$ cat src/rtl/egg_timer_pkg.sv
`default_nettype none
// ============================================================================
//  Module      : egg_timer_pkg
//  Description : Shared state encoding and timing constants for the
//                egg-timer sequencer and its key conditioning.
//  Revision    : 1.0 - initial release
// ============================================================================
package egg_timer_pkg;

    // Sequencer phases; 6 and 7 are unused and recover to S_IDLE.
    typedef enum logic [2:0] {
        S_IDLE    = 3'd0,
        S_SET_SEC = 3'd1,
        S_SET_MIN = 3'd2,
        S_RUN     = 3'd3,
        S_PAUSE   = 3'd4,
        S_DONE    = 3'd5
    } state_t;

    localparam int c_CLK_HZ_DEFAULT = 50_000_000;
    localparam int c_FLASH_DIV      = c_CLK_HZ_DEFAULT / 4;

    // Alarm flash period in clk cycles (four flashes per second, never zero).
    function automatic int flash_div(input int clk_hz);
        return (clk_hz / 4 > 0) ? clk_hz / 4 : 1;
    endfunction

    // Bits needed to hold 0..n-1 (at least one bit).
    function automatic int cnt_width(input int n);
        return (n > 1) ? $clog2(n) : 1;
    endfunction

endpackage
`default_nettype wire

$ cat src/rtl/key_press_detect.sv
`default_nettype none
// ============================================================================
//  Module      : key_press_detect
//  Description : Synchronizes an active-low raw key, debounces it and emits a
//                single-cycle press strobe once per key hold.
//  Revision    : 1.0 - initial release
// ============================================================================
module key_press_detect
    import egg_timer_pkg::*;
#(
    parameter int DEBOUNCE_CYC = 500000
) (
    input  logic clk,
    input  logic rst,
    input  logic i_key_n,
    output logic o_press
);

    localparam int c_CNT_W = cnt_width(DEBOUNCE_CYC + 1);

    logic [1:0]         r_sync;
    logic [c_CNT_W-1:0] r_cnt;
    logic               r_press;
    logic               w_key_low;

    assign w_key_low = ~r_sync[1];
    assign o_press   = r_press;

    // Two-flop synchronizer; idles high so a reset never looks like a press.
    always_ff @(posedge clk or posedge rst) begin
        if (rst) begin
            r_sync <= 2'b11;
        end else begin
            r_sync <= {r_sync[0], i_key_n};
        end
    end

    // Low-time counter; saturating at DEBOUNCE_CYC acts as the release latch,
    // since only a high sample brings it back below the press threshold.
    always_ff @(posedge clk or posedge rst) begin
        if (rst) begin
            r_cnt <= '0;
        end else if (!w_key_low) begin
            r_cnt <= '0;
        end else if (r_cnt != c_CNT_W'(DEBOUNCE_CYC)) begin
            r_cnt <= r_cnt + 1'b1;
        end
    end

    // Strobe on the single cycle the counter steps onto the threshold.
    always_ff @(posedge clk or posedge rst) begin
        if (rst) begin
            r_press <= 1'b0;
        end else begin
            r_press <= w_key_low && (r_cnt == c_CNT_W'(DEBOUNCE_CYC - 1));
        end
    end

endmodule
`default_nettype wire

$ cat src/rtl/egg_timer_sequencer.sv
`default_nettype none
// ============================================================================
//  Module      : egg_timer_sequencer
//  Description : Moore sequencer for the egg timer: conditions SET and START
//                keys, runs the 1 Hz decrement prescaler and alarm flasher.
//  Revision    : 1.0 - initial release
// ============================================================================
module egg_timer_sequencer
    import egg_timer_pkg::*;
#(
    parameter int CLK_HZ       = c_CLK_HZ_DEFAULT,
    parameter int DEBOUNCE_CYC = 500000,
    parameter int FLASH_SECS   = 10
) (
    input  logic       clk,
    input  logic       reset,
    input  logic       set_n,
    input  logic       start_n,
    input  logic       time_is_zero,
    output logic       sw_sec_en,
    output logic       sw_min_en,
    output logic       dec_pulse,
    output logic       flash_en,
    output logic       flash_tick,
    output logic       in_run,
    output logic [2:0] state_o
);

    localparam int c_FLASH_CYC = flash_div(CLK_HZ);
    localparam int c_SEC_W     = cnt_width(CLK_HZ);
    localparam int c_FLASH_W   = cnt_width(c_FLASH_CYC);
    localparam int c_SECS_W    = cnt_width(FLASH_SECS + 1);

    state_t               r_state;
    state_t               w_state_nxt;
    logic [c_SEC_W-1:0]   r_sec_cnt;
    logic [c_FLASH_W-1:0] r_flash_cnt;
    logic [c_SECS_W-1:0]  r_done_secs;
    logic                 r_dec_pulse;
    logic                 r_flash_tick;

    logic w_set_press;
    logic w_start_press;
    logic w_state_change;
    logic w_timed;
    logic w_in_run;
    logic w_in_done;
    logic w_sec_wrap;
    logic w_flash_wrap;
    logic w_flash_expire;

    key_press_detect #(
        .DEBOUNCE_CYC (DEBOUNCE_CYC)
    ) u_set_key (
        .clk     (clk),
        .rst     (reset),
        .i_key_n (set_n),
        .o_press (w_set_press)
    );

    key_press_detect #(
        .DEBOUNCE_CYC (DEBOUNCE_CYC)
    ) u_start_key (
        .clk     (clk),
        .rst     (reset),
        .i_key_n (start_n),
        .o_press (w_start_press)
    );

    assign w_in_run       = (r_state == S_RUN);
    assign w_in_done      = (r_state == S_DONE);
    assign w_timed        = w_in_run || w_in_done;
    assign w_state_change = (w_state_nxt != r_state);
    assign w_sec_wrap     = w_timed && (r_sec_cnt == c_SEC_W'(CLK_HZ - 1));
    assign w_flash_wrap   = w_in_done && (r_flash_cnt == c_FLASH_W'(c_FLASH_CYC - 1));
    assign w_flash_expire = w_in_done && w_sec_wrap &&
                            (r_done_secs == c_SECS_W'(FLASH_SECS - 1));

    // Next-state logic; START is tested first so it wins a simultaneous press.
    always_comb begin
        w_state_nxt = r_state;
        case (r_state)
            S_IDLE: begin
                if (w_start_press) begin
                    if (!time_is_zero) w_state_nxt = S_RUN;
                end else if (w_set_press) begin
                    w_state_nxt = S_SET_SEC;
                end
            end
            S_SET_SEC: if (w_set_press) w_state_nxt = S_SET_MIN;
            S_SET_MIN: if (w_set_press) w_state_nxt = S_IDLE;
            S_RUN: begin
                if (time_is_zero)       w_state_nxt = S_DONE;
                else if (w_start_press) w_state_nxt = S_PAUSE;
            end
            S_PAUSE: begin
                if (w_start_press)    w_state_nxt = S_RUN;
                else if (w_set_press) w_state_nxt = S_SET_SEC;
            end
            S_DONE: begin
                if (w_set_press || w_start_press || w_flash_expire) w_state_nxt = S_IDLE;
            end
            default: w_state_nxt = S_IDLE;
        endcase
    end

    // State register.
    always_ff @(posedge clk or posedge reset) begin
        if (reset) begin
            r_state <= S_IDLE;
        end else begin
            r_state <= w_state_nxt;
        end
    end

    // Second prescaler; cleared on any state change so every RUN/DONE entry
    // (including resume from PAUSE) starts a full second.
    always_ff @(posedge clk or posedge reset) begin
        if (reset) begin
            r_sec_cnt <= '0;
        end else if (w_state_change || !w_timed || w_sec_wrap) begin
            r_sec_cnt <= '0;
        end else begin
            r_sec_cnt <= r_sec_cnt + 1'b1;
        end
    end

    // Flash divider, running only while the alarm phase persists.
    always_ff @(posedge clk or posedge reset) begin
        if (reset) begin
            r_flash_cnt <= '0;
        end else if (w_state_change || !w_in_done || w_flash_wrap) begin
            r_flash_cnt <= '0;
        end else begin
            r_flash_cnt <= r_flash_cnt + 1'b1;
        end
    end

    // Whole seconds spent in the alarm phase.
    always_ff @(posedge clk or posedge reset) begin
        if (reset) begin
            r_done_secs <= '0;
        end else if (w_state_change || !w_in_done) begin
            r_done_secs <= '0;
        end else if (w_sec_wrap) begin
            r_done_secs <= r_done_secs + 1'b1;
        end
    end

    // Registered strobes; suppressed on the edge that leaves their phase so a
    // pulse never lands in the following state.
    always_ff @(posedge clk or posedge reset) begin
        if (reset) begin
            r_dec_pulse  <= 1'b0;
            r_flash_tick <= 1'b0;
        end else begin
            r_dec_pulse  <= w_sec_wrap && w_in_run && (w_state_nxt == S_RUN);
            r_flash_tick <= w_flash_wrap && (w_state_nxt == S_DONE);
        end
    end

    assign sw_sec_en  = (r_state == S_SET_SEC);
    assign sw_min_en  = (r_state == S_SET_MIN);
    assign in_run     = w_in_run;
    assign flash_en   = w_in_done;
    assign state_o    = r_state;
    assign dec_pulse  = r_dec_pulse;
    assign flash_tick = r_flash_tick;

endmodule
`default_nettype wire
$ cat config.mk
export PLATFORM = sky130hd
export DESIGN_NAME = egg_timer_sequencer
export DESIGN_NICKNAME = d
export VERILOG_FILES = /design/src/rtl/egg_timer_pkg.sv /design/src/rtl/key_press_detect.sv /design/src/rtl/egg_timer_sequencer.sv
export SDC_FILE = /design/constraint.sdc
export NUM_CORES = 1
export LEC_CHECK = 0
export CAP_MARGIN = 20
export CORE_ASPECT_RATIO = 0.7
export CORE_UTILIZATION = 40
export CTS_CLUSTER_SIZE = 12
export DETAILED_ROUTE_END_ITERATION = 16
export PLACE_DENSITY = 0.56
export SLEW_MARGIN = 20
export SYNTH_ARGS = -nofsm -noshare
export SYNTH_HDL_FRONTEND = slang
export SYNTH_SLANG_ARGS = --single-unit
$ cat constraint.sdc
create_clock -name clk -period 5.2 [get_ports clk]
set_clock_uncertainty 0.1 [all_clocks]
set_input_delay 0.78 -clock clk [delete_from_list [all_inputs] [get_ports clk]]
set_output_delay 0.78 -clock clk [all_outputs]
set_load 0.05 [all_outputs]
Yosys cells after proc, flatten, opt, wreduce, memory -nomap -nowiden
Index checks and enable logic that the tools add are counted.
Widths: inputs -> output; s select.
{"block": "classes", "n_addsub": 5, "n_mul": 0, "div_mod_pow": 0, "magnitude_cmp": 0, "n_eq_ne": 15, "shift": 0, "mux": 18, "bitwise": 2, "reduce_logical": 22}
{"cell": "$mux 19", "count": 4}
{"cell": "$add 19x1->19 const B", "count": 2}
{"cell": "$eq 19x19->1 const B", "count": 2}
{"cell": "$ne 19x19->1 const B", "count": 2}
{"cell": "$mux 3", "count": 9}
{"cell": "$add 26x1->26 const B", "count": 1}
{"cell": "$eq 26x26->1 const B", "count": 1}
{"cell": "$mux 26", "count": 1}
{"cell": "$add 24x1->24 const B", "count": 1}
{"cell": "$eq 24x24->1 const B", "count": 1}
{"cell": "$mux 24", "count": 1}
{"cell": "$pmux 3 s6", "count": 1}
{"cell": "$eq 3x2->1 const B", "count": 3}
{"cell": "$eq 3x3->1 const B", "count": 3}
{"cell": "$logic_and 1x1->1", "count": 9}
{"cell": "$mux 4", "count": 2}
{"cell": "$logic_or 1x1->1", "count": 7}
{"cell": "$reduce_bool 2->1", "count": 3}
{"cell": "$add 4x1->4 const B", "count": 1}
{"cell": "$eq 4x4->1 const B", "count": 1}
{"cell": "$eq 3x1->1 const B", "count": 1}
{"cell": "$logic_not 3->1", "count": 1}
{"cell": "$ne 3x3->1", "count": 1}
{"cell": "$logic_not 1->1", "count": 2}
{"cell": "$not 1->1", "count": 2}
{"block": "word_totals", "register_bits": 103, "latchBits": 0, "ram_bits": 0, "mem_bits_ro": 0, "input_bits": 5, "out_inout_bits": 9, "word_cells": 74, "n_memories": 0}

Longest topological paths before layout
Gate-level depths: netlist of run 1.
{"block": "logic_depth", "depth_word": 12, "mapped_depth": 7, "ltp_nobuf": 7}

Cells and area by module
From an unflattened synthesis of run 1, not the netlist that was laid out.
{"block": "hier_totals", "cells_unflattened": 554, "area_unflattened_um2": 5411.4}
{"module": "egg_timer_sequencer", "n_inst": 1, "cells_each": 328, "area_each_um2": 3151.8, "seq_area_each_um2": 1476.4}
{"module": "key_press_detect", "n_inst": 2, "cells_each": 113, "area_each_um2": 1129.8, "seq_area_each_um2": 553.0}

Worst setup path after synthesis of run 1
OpenSTA, ideal clock, no wires.
{"block": "synth_timing", "path_kind": "reg-to-output", "startpoint": "register r_state[0], in the netlist state_o[0]", "endpoint": "output sw_sec_en", "arrival_time_ns": 2.116, "required_time_ns": 4.320, "setup_slack_ns": 2.204, "stages_incl_launch_ff": 3, "n_path_buf": 1, "path_cell_list": "dfrtp_1 clkbuf_1 nor3b_1"}
{"block": "synth_via", "elab_chain_cells": 1}
{"item": "start: declaration", "line": "egg_timer_sequencer.sv:34", "text": "state_t r_state;"}
{"item": "start signal: assignment", "line": "egg_timer_sequencer.sv:112", "text": "r_state <= w_state_nxt;"}
{"item": "$eq 3x1->1", "line": "egg_timer_sequencer.sv:162", "text": "assign sw_sec_en = (r_state == S_SET_SEC);"}
{"item": "end: declaration", "line": "egg_timer_sequencer.sv:20", "text": "output logic sw_sec_en,"}
No other way between the ends.

Final worst setup path of run 1
Ends and elaborated chain as after synthesis.

==> results of run 1 <==
critical path: stages, from the launching register on:
cell	delay, ns
dfrtp_1	0.56
nor3b_1	0.32
clkdlybuf4s50_1	0.86
power groups by stage:
stage | clock [uW] | combinational [uW] | sequential, uW
after floorplan | 0 | 156 | 874
after global placement | 0 | 220 | 872
after detailed placement | 0 | 219 | 873
after CTS | 767 | 220 | 858
after global routing | 797 | 235 | 864
final | 744 | 216 | 858
path summary, 6_finish.rpt:
check / from / end / slack, ns
setup / recovery: state_o[0] / sw_sec_en / 2.24
hold / removal: u_set_key.r_sync[0] / u_set_key.r_sync[1] / 0.26
setup reg to reg: r_sec_cnt[0] / r_sec_cnt[24] / 2.42
hold reg to reg: u_set_key.r_sync[0] / u_set_key.r_sync[1] / 0.26
max in group asynchronous: reset / u_set_key.r_sync[1] / 3.12
min in group asynchronous: reset / u_set_key.r_cnt[1] / 0.88
sequential cells by signal, summed over array words and instances, names as in the netlist:
name                 cells
u_set_key.o_press        1
u_set_key.r_cnt         19
dec_pulse                1
u_start_key.r_sync       2
u_start_key.o_press      1
u_start_key.r_cnt       19
r_done_secs              4
flash_tick               1
u_set_key.r_sync         2
r_sec_cnt               26
r_flash_cnt             24
state_o                  3
cells by family after synthesis:
family	share of synthesized area (%)
and+or+nand+nor	29.0
DFF	49.7
xor gates and xnor gates	12.7
AOI/OAI and AO/OA	3.61
buffers and inverters	2.46
adders and majority gates	1.93
muxes	0.578
routing by layer:
metal  wire length, microns  up-vias  track usage, %
li1                       -     1884               -
met1                   5600     1824            25.1
met2                   4190       36            23.0
met3                    295        9            3.60
met4                    120        0            5.96
met5                      0        -               0
layout by cell type, fill, tap and decap left out, drive strengths merged, types with 9 or more instances in the layout:
master and instances:
nor2 105, dfrtp 99, nand3 44, nand2 44, xor2 43, xnor2 32
nand4 18, nor3 17, inv 16, a21oi 13, clkdlybuf4s50 13, and3 11
clkbuf 11, nor4 10, and4 9
Yosys cell counts (2+ instances only):
master and n:
nor2_1 105, dfrtp_1 99, nand2_1 44, nand3_1 44, xor2_1 43, xnor2_1 32
nand4_1 18, inv_1 16, nor3_1 16, a21oi_1 13, and3_1 11, nor4_1 10
and4_1 9, clkbuf_1 8, ha_1 8, o21ai_0 8, nand2b_1 5, or3_1 5
and2_1 4, dfstp_2 4, nand3b_1 4, nand4b_1 4, nor2b_1 4, buf_2 3
mux2i_1 3, or4_1 3, buf_6 2, o211ai_1 2, or4_4 2
metrics by stage:
step	total power [uW]	hold WS, ns
4_1_cts	1840	0.258
6_report	1820	0.257
2_1_floorplan	1030	0.245
3_3_place_gp	1090	0.246
5_1_grt	1900	0.262
3_5_place_dp	1090	0.247
cell type report:
type	count	share of cell area, %
clock buffers	11	4.36
clock inverters	5	1.38
repair buffers	14	2.37
multi-input cells	414	42.8
well taps	162	3.49
inverters	16	1.08
flip-flops and latches	103	44.5
==> key figures, run 1 <==
Routing
  • WL per Instance: roughly 14 microns
  • Iter 0 DRT Violations: approximately 190
  • Drt via density: approximately 5.2
  • Total Wirelength: approximately 10000 microns
  • DRC viols: 0
  • Routed vias: around 3800
  • Antenna-violating nets left: 0
  • Initial DRT Pass Iterations: 4

Timing
  • Slew headroom: between 30% and 40%
  • Fin crit share: 56.9%
  • Slack of the critical path: 2.24 ns
  • Peak Freq: about 340 MHz
  • Final hold violation count: 0
  • Final setup viols: 0
  • Least-Margin Pin Slew: 0.919 ns
  • Slew Viols, Final: 0
  • Tmin final: just under 3 ns
  • RSZ-0062 raised after global routing: no
  • Post-Route Setup TNS: 0 ns

Floorplan
  • Core area: between 10000 and 15000 sq um
  • I/O pins: 14
  • Die width: around 140 microns
  • Initial Util: between 40% and 50%
  • Die height: just under 100 microns
  • # rows: 34
  • Full die area: 13400 sq um

Placed design
  • Setup WS pre-CTS: between 2 and 2.5 ns
  • Routability cong.: 0.815
  • Post-DP HPWL: slightly below 7000 microns
  • Cell total after placement: between 700 and 800
  • Placed Area: about 5500 sq um
  • Port Buf Inserts: 13

Setup path
  • Worst reg2reg path depth: 6
  • Critical path required time: 4.32 ns
  • Worst setup path class: flop to output pin
  • CP endpoint kind: output pin
  • Crit path max fanout: 13
  • Worst setup SP type: flop
  • CP arrival: 2.08 ns

Layout
  • Fraction of layout cells with a size suffix above 1: 5.15%
  • Finished Layout Cells: 725
  • Fill count: 1175
  • Multi-input logic area: about 2500 sq um
  • Cell area after layout: approximately 5800 sq um
  • Fin nets: between 500 and 600
  • Register area: 2580 sq um
  • Layout Area Growth over Synthesis: 11.7%
  • ANT cells: 0
  • Final Core Density: between 40% and 50%

Clock tree
  • Postcts setup bufs: 0
  • H-tree levels: 3
  • Root buffer cell: clkbuf_16
  • Cts hold-fix bufs: 0
  • Longest Clk Path Bufs: 2
  • CTS tree: built
  • Post-CTS Resized: 0
  • CTS buffer count: 9
  • Clk_lat worst skew: ~0.34 ns
  • Clock sinks: between 100 and 150
  • Clock Pin Slew Worst Setup and Hold Paths: approximately 0.070 ns

Pwr
  • Clock share of power: 40.9%
  • Leakage power total: roughly 0.0023 uW
  • VDD IR max: about 0.00016 V
  • Sw Share: about 27%
  • Logic pwr share: 11.9%
  • Pwr per Cell Area: roughly 310 nW/um^2
  • Seq pwr share: 47.2%
  • Int Power: 1330 uW
  • Psw: between 400 and 500 uW

Yosys
  • Top cells by area, synth: dfrtp_1 48%, nor2_1 7.6%, xor2_1 7.3%
  • Mean post-synth cell area: between 9 and 10 sq um
  • Area leader, netlist: dfrtp_1
  • Cell area after synthesis: slightly above 5000 sq um
  • Synth Warn #: 0
  • Sequential area share after synthesis: approximately 50%
  • Yosys cell types: 46
  • Syn nets: 559
  • Cells after Synth: 546
  • FFs w/ async S/R, synth: 100%
  • Number of flops mapped to enable cells by yosys: 0
  • Post-synth top area share: 47.7%
  • Synth Register Bits: ~100
  • Main flop type after synthesis: dfrtp_1

Flow run
  • Max_cap viols: 0

Global route
  • Grt ovf: 0
  • GRT Overall Usage: roughly 17%
  • Number of global-route vias before repair: around 3500
  • First-pass GRT wire length: 17700 microns
  • Largest net degree at the start of global routing: 75
  • Initial antenna violation count: 0

Min path
  • Hold path depth: 0
  • Hold Path Class: flop to flop

Run status
  • Status: finished clean
Power figures use the tool's default switching activity.
==> inputs of run 2 (changes only) <==
--- a/config.mk
+++ b/config.mk
@@ -10,7 +10,7 @@
 export CORE_UTILIZATION = 40
 export CTS_CLUSTER_SIZE = 12
 export DETAILED_ROUTE_END_ITERATION = 16
-export PLACE_DENSITY = 0.56
+export PLACE_DENSITY = 0.58
 export SLEW_MARGIN = 20
 export SYNTH_ARGS = -nofsm -noshare
 export SYNTH_HDL_FRONTEND = slang
==> constraint.sdc (replaced) <==
create_clock -name clk -period 2.7 [get_ports clk]
set_clock_uncertainty 0.1 [all_clocks]
set_input_delay 0.405 -clock clk [delete_from_list [all_inputs] [get_ports clk]]
set_output_delay 0.405 -clock clk [all_outputs]
set_load 0.05 [all_outputs]
==> key figures, run 2 (same netlist as run 1, synthesis figures left out) <==
Routing
  • Iter 0 DRT Violations: ~240
  • Drt via density: between 5 and 6
  • WL per Instance: 13.8 microns
  • Antenna-violating nets left: 0
  • Routed vias: between 3000 and 4000
  • Initial DRT Pass Iterations: 4
  • Total Wirelength: slightly above 10000 microns
  • DRC viols: 0

Clock tree
  • Postcts setup bufs: 0
  • Root buffer cell: clkbuf_16
  • Post-CTS Resized: 1
  • H-tree levels: 3
  • CTS buffer count: 9
  • Cts hold-fix bufs: 0
  • Longest Clk Path Bufs: 2
  • Clock Pin Slew Worst Setup and Hold Paths: 0.07 ns
  • Clock sinks: ~100
  • CTS tree: built
  • Clk_lat worst skew: about 0.35 ns

Layout
  • Layout Area Growth over Synthesis: 13.2%
  • Most common cell after layout, fill and taps aside: nor2_1
  • Max FFs per register: 26
  • Biggest register: r_sec_cnt
  • ANT cells: 0
  • Finished Layout Cells: 735
  • Fill count: between 1000 and 1500
  • Fraction of layout cells with a size suffix above 1: roughly 6.6%
  • Fin nets: slightly below 600
  • Biggest regs: r_sec_cnt: 26 flops, r_flash_cnt: 24 flops
  • Commonest non-fill, non-tap cells in the layout: 105 x nor2_1, 99 x dfrtp_1, 44 x nand3_1, 44 x nand2_1, 43 x xor2_1

Timing
  • Slew Viols, Final: 0
  • Least-Margin Pin Slew: about 0.74 ns
  • Fin crit share: between 90% and 100%
  • Peak Freq: about 390 MHz
  • Tmin final: about 2.6 ns
  • Final setup viols: 0
  • Final hold violation count: 0
  • Post-Route Setup TNS: 0 ns
  • Slew headroom: around half
  • RSZ-0062 raised after global routing: no

Floorplan
  • Die width: between 100 and 150 microns
  • Die height: 97.3 microns
  • I/O pins: 14
  • Core area: between 10000 and 15000 sq um
  • # rows: 34
  • Full die area: between 10000 and 15000 sq um
  • Initial Util: 41.4%

Global route
  • Grt ovf: 0
  • Number of global-route vias before repair: about 3700
  • First-pass GRT wire length: 18100 microns
  • GRT Overall Usage: between 15 and 20%
  • Largest net degree at the start of global routing: roughly 50
  • Initial antenna violation count: 0

Placed design
  • Post-DP HPWL: between 6000 and 7000 microns
  • Port Buf Inserts: 13
  • Cell total after placement: approximately 720
  • Routability cong.: about 0.8

Min path
  • Hold Path Sink: u_start_key.r_sync[1]
  • Hold Path Class: flop to flop
  • Hold_sp: u_start_key.r_sync[0]
  • Hold path depth: 0

Setup path
  • Worst r2r src: r_sec_cnt[9]
  • CP arrival: about 2.1 ns
  • Top delay family on crit path: buffers and inverters
  • Crit path max fanout: 12
  • RR Endpoint: r_sec_cnt[2]
  • CP endpoint kind: output pin
  • Worst reg2reg path depth: 6
  • WP buf/inv: 1
  • Slowest CP cell: clkdlybuf4s50_1
  • Worst setup path class: flop to output pin
  • Worst setup SP type: flop
  • Internal reg-to-reg setup slack: 0.32 ns
  • Critical path required time: approximately 2.2 ns
  • Cell Chain, Critical Path: and3b_1 > clkdlybuf4s50_1
  • CP max stage delay: ~0.84 ns

Flow run
  • Max_cap viols: 0

Run status
  • Status: finished clean

Pwr
  • Leakage power total: 0.00232 uW
  • VDD IR max: 0.000345 V
  • Total Power: 3440 uW
  • Pwr per Cell Area: ~590 nW/um^2
## run 2: changes by cell type in the layout (fill, tap and decap cells not counted), sizes merged
| cell | before | now |
|---|---|---|
| buf | 1 | 11 |
| bufinv | 2 | 1 |
| clkdlybuf4s50 | 13 | 12 |
| clkinv | 1 | 2 |
| clkinvlp | 2 | 1 |
| dlygate4sd2 | 0 | 1 |
| inv | 16 | 17 |
## run 2: how the worst max path moves through the flow
stage,start,endpoint,slack (ns),cells after the start
6_report,state_o[1],flash_en,0.11,2
5_1_grt,state_o[1],sw_min_en,0.02,3
4_1_cts,state_o[1],flash_en,0.08,2
3_5_place_dp,r_flash_cnt[10],r_flash_cnt[4],0.33,6
3_3_place_gp,r_flash_cnt[10],r_flash_cnt[7],0.35,6
2_1_floorplan,state_o[2],r_flash_cnt[5],0.01,7
## run 2: power breakdown
part / internal [uW] / total, uW / switching, uW / leakage, uW
registers: 1580 / 1630 / 53.7 / 0.00142
clock network: 755 / 1350 / 591 / 0.000151
logic: 147 / 464 / 317 / 0.000754
## run 2: area by class of cell
type | instances | area [sq um] | area share [%]
Multi-Input combinational cell | 414 | 2480 | 42.2
Sequential cell | 103 | 2580 | 44.0
Clock buffer | 11 | 243 | 4.13
Tap cell | 162 | 203 | 3.45
Inverter | 16 | 63.8 | 1.09
Clock inverter | 5 | 65.1 | 1.11
Timing Repair Buffer | 24 | 236 | 4.02
## run 2: stage by stage
step | instance area (sq um) | hold slack [ns] | setup slack [ns] | util [%]
2_1_floorplan | 5200 | 0.245 | 0.00957 | -
3_3_place_gp | 5570 | 0.246 | 0.349 | 44.4
3_5_place_dp | 5570 | 0.247 | 0.331 | 44.4
4_1_cts | 5880 | 0.258 | 0.0786 | 46.8
5_1_grt | 5880 | 0.266 | 0.0197 | 46.8
6_report | 5880 | 0.257 | 0.112 | 46.8
## run 2: routing by layer
| layer | wire length (microns) | vias up | track usage (%) |
|---|---|---|---|
| met2 | 4250 | 54 | 24.6 |
| met1 | 5460 | 1800 | 24.7 |
| met5 | 0 | - | 0 |
| met3 | 354 | 9 | 3.84 |
| met4 | 104 | 0 | 4.84 |
| li1 | - | 1913 | - |
==> inputs of run 3 (changes only) <==
--- a/config.mk
+++ b/config.mk
@@ -5,7 +5,7 @@
 export SDC_FILE = /design/constraint.sdc
 export NUM_CORES = 1
 export LEC_CHECK = 0
-export CAP_MARGIN = 20
+export CAP_MARGIN = 10
 export CORE_ASPECT_RATIO = 0.7
 export CORE_UTILIZATION = 40
 export CTS_CLUSTER_SIZE = 12
==> results of run 3 <==
The final DEF is identical to that of run 2; final timing and power are the same.
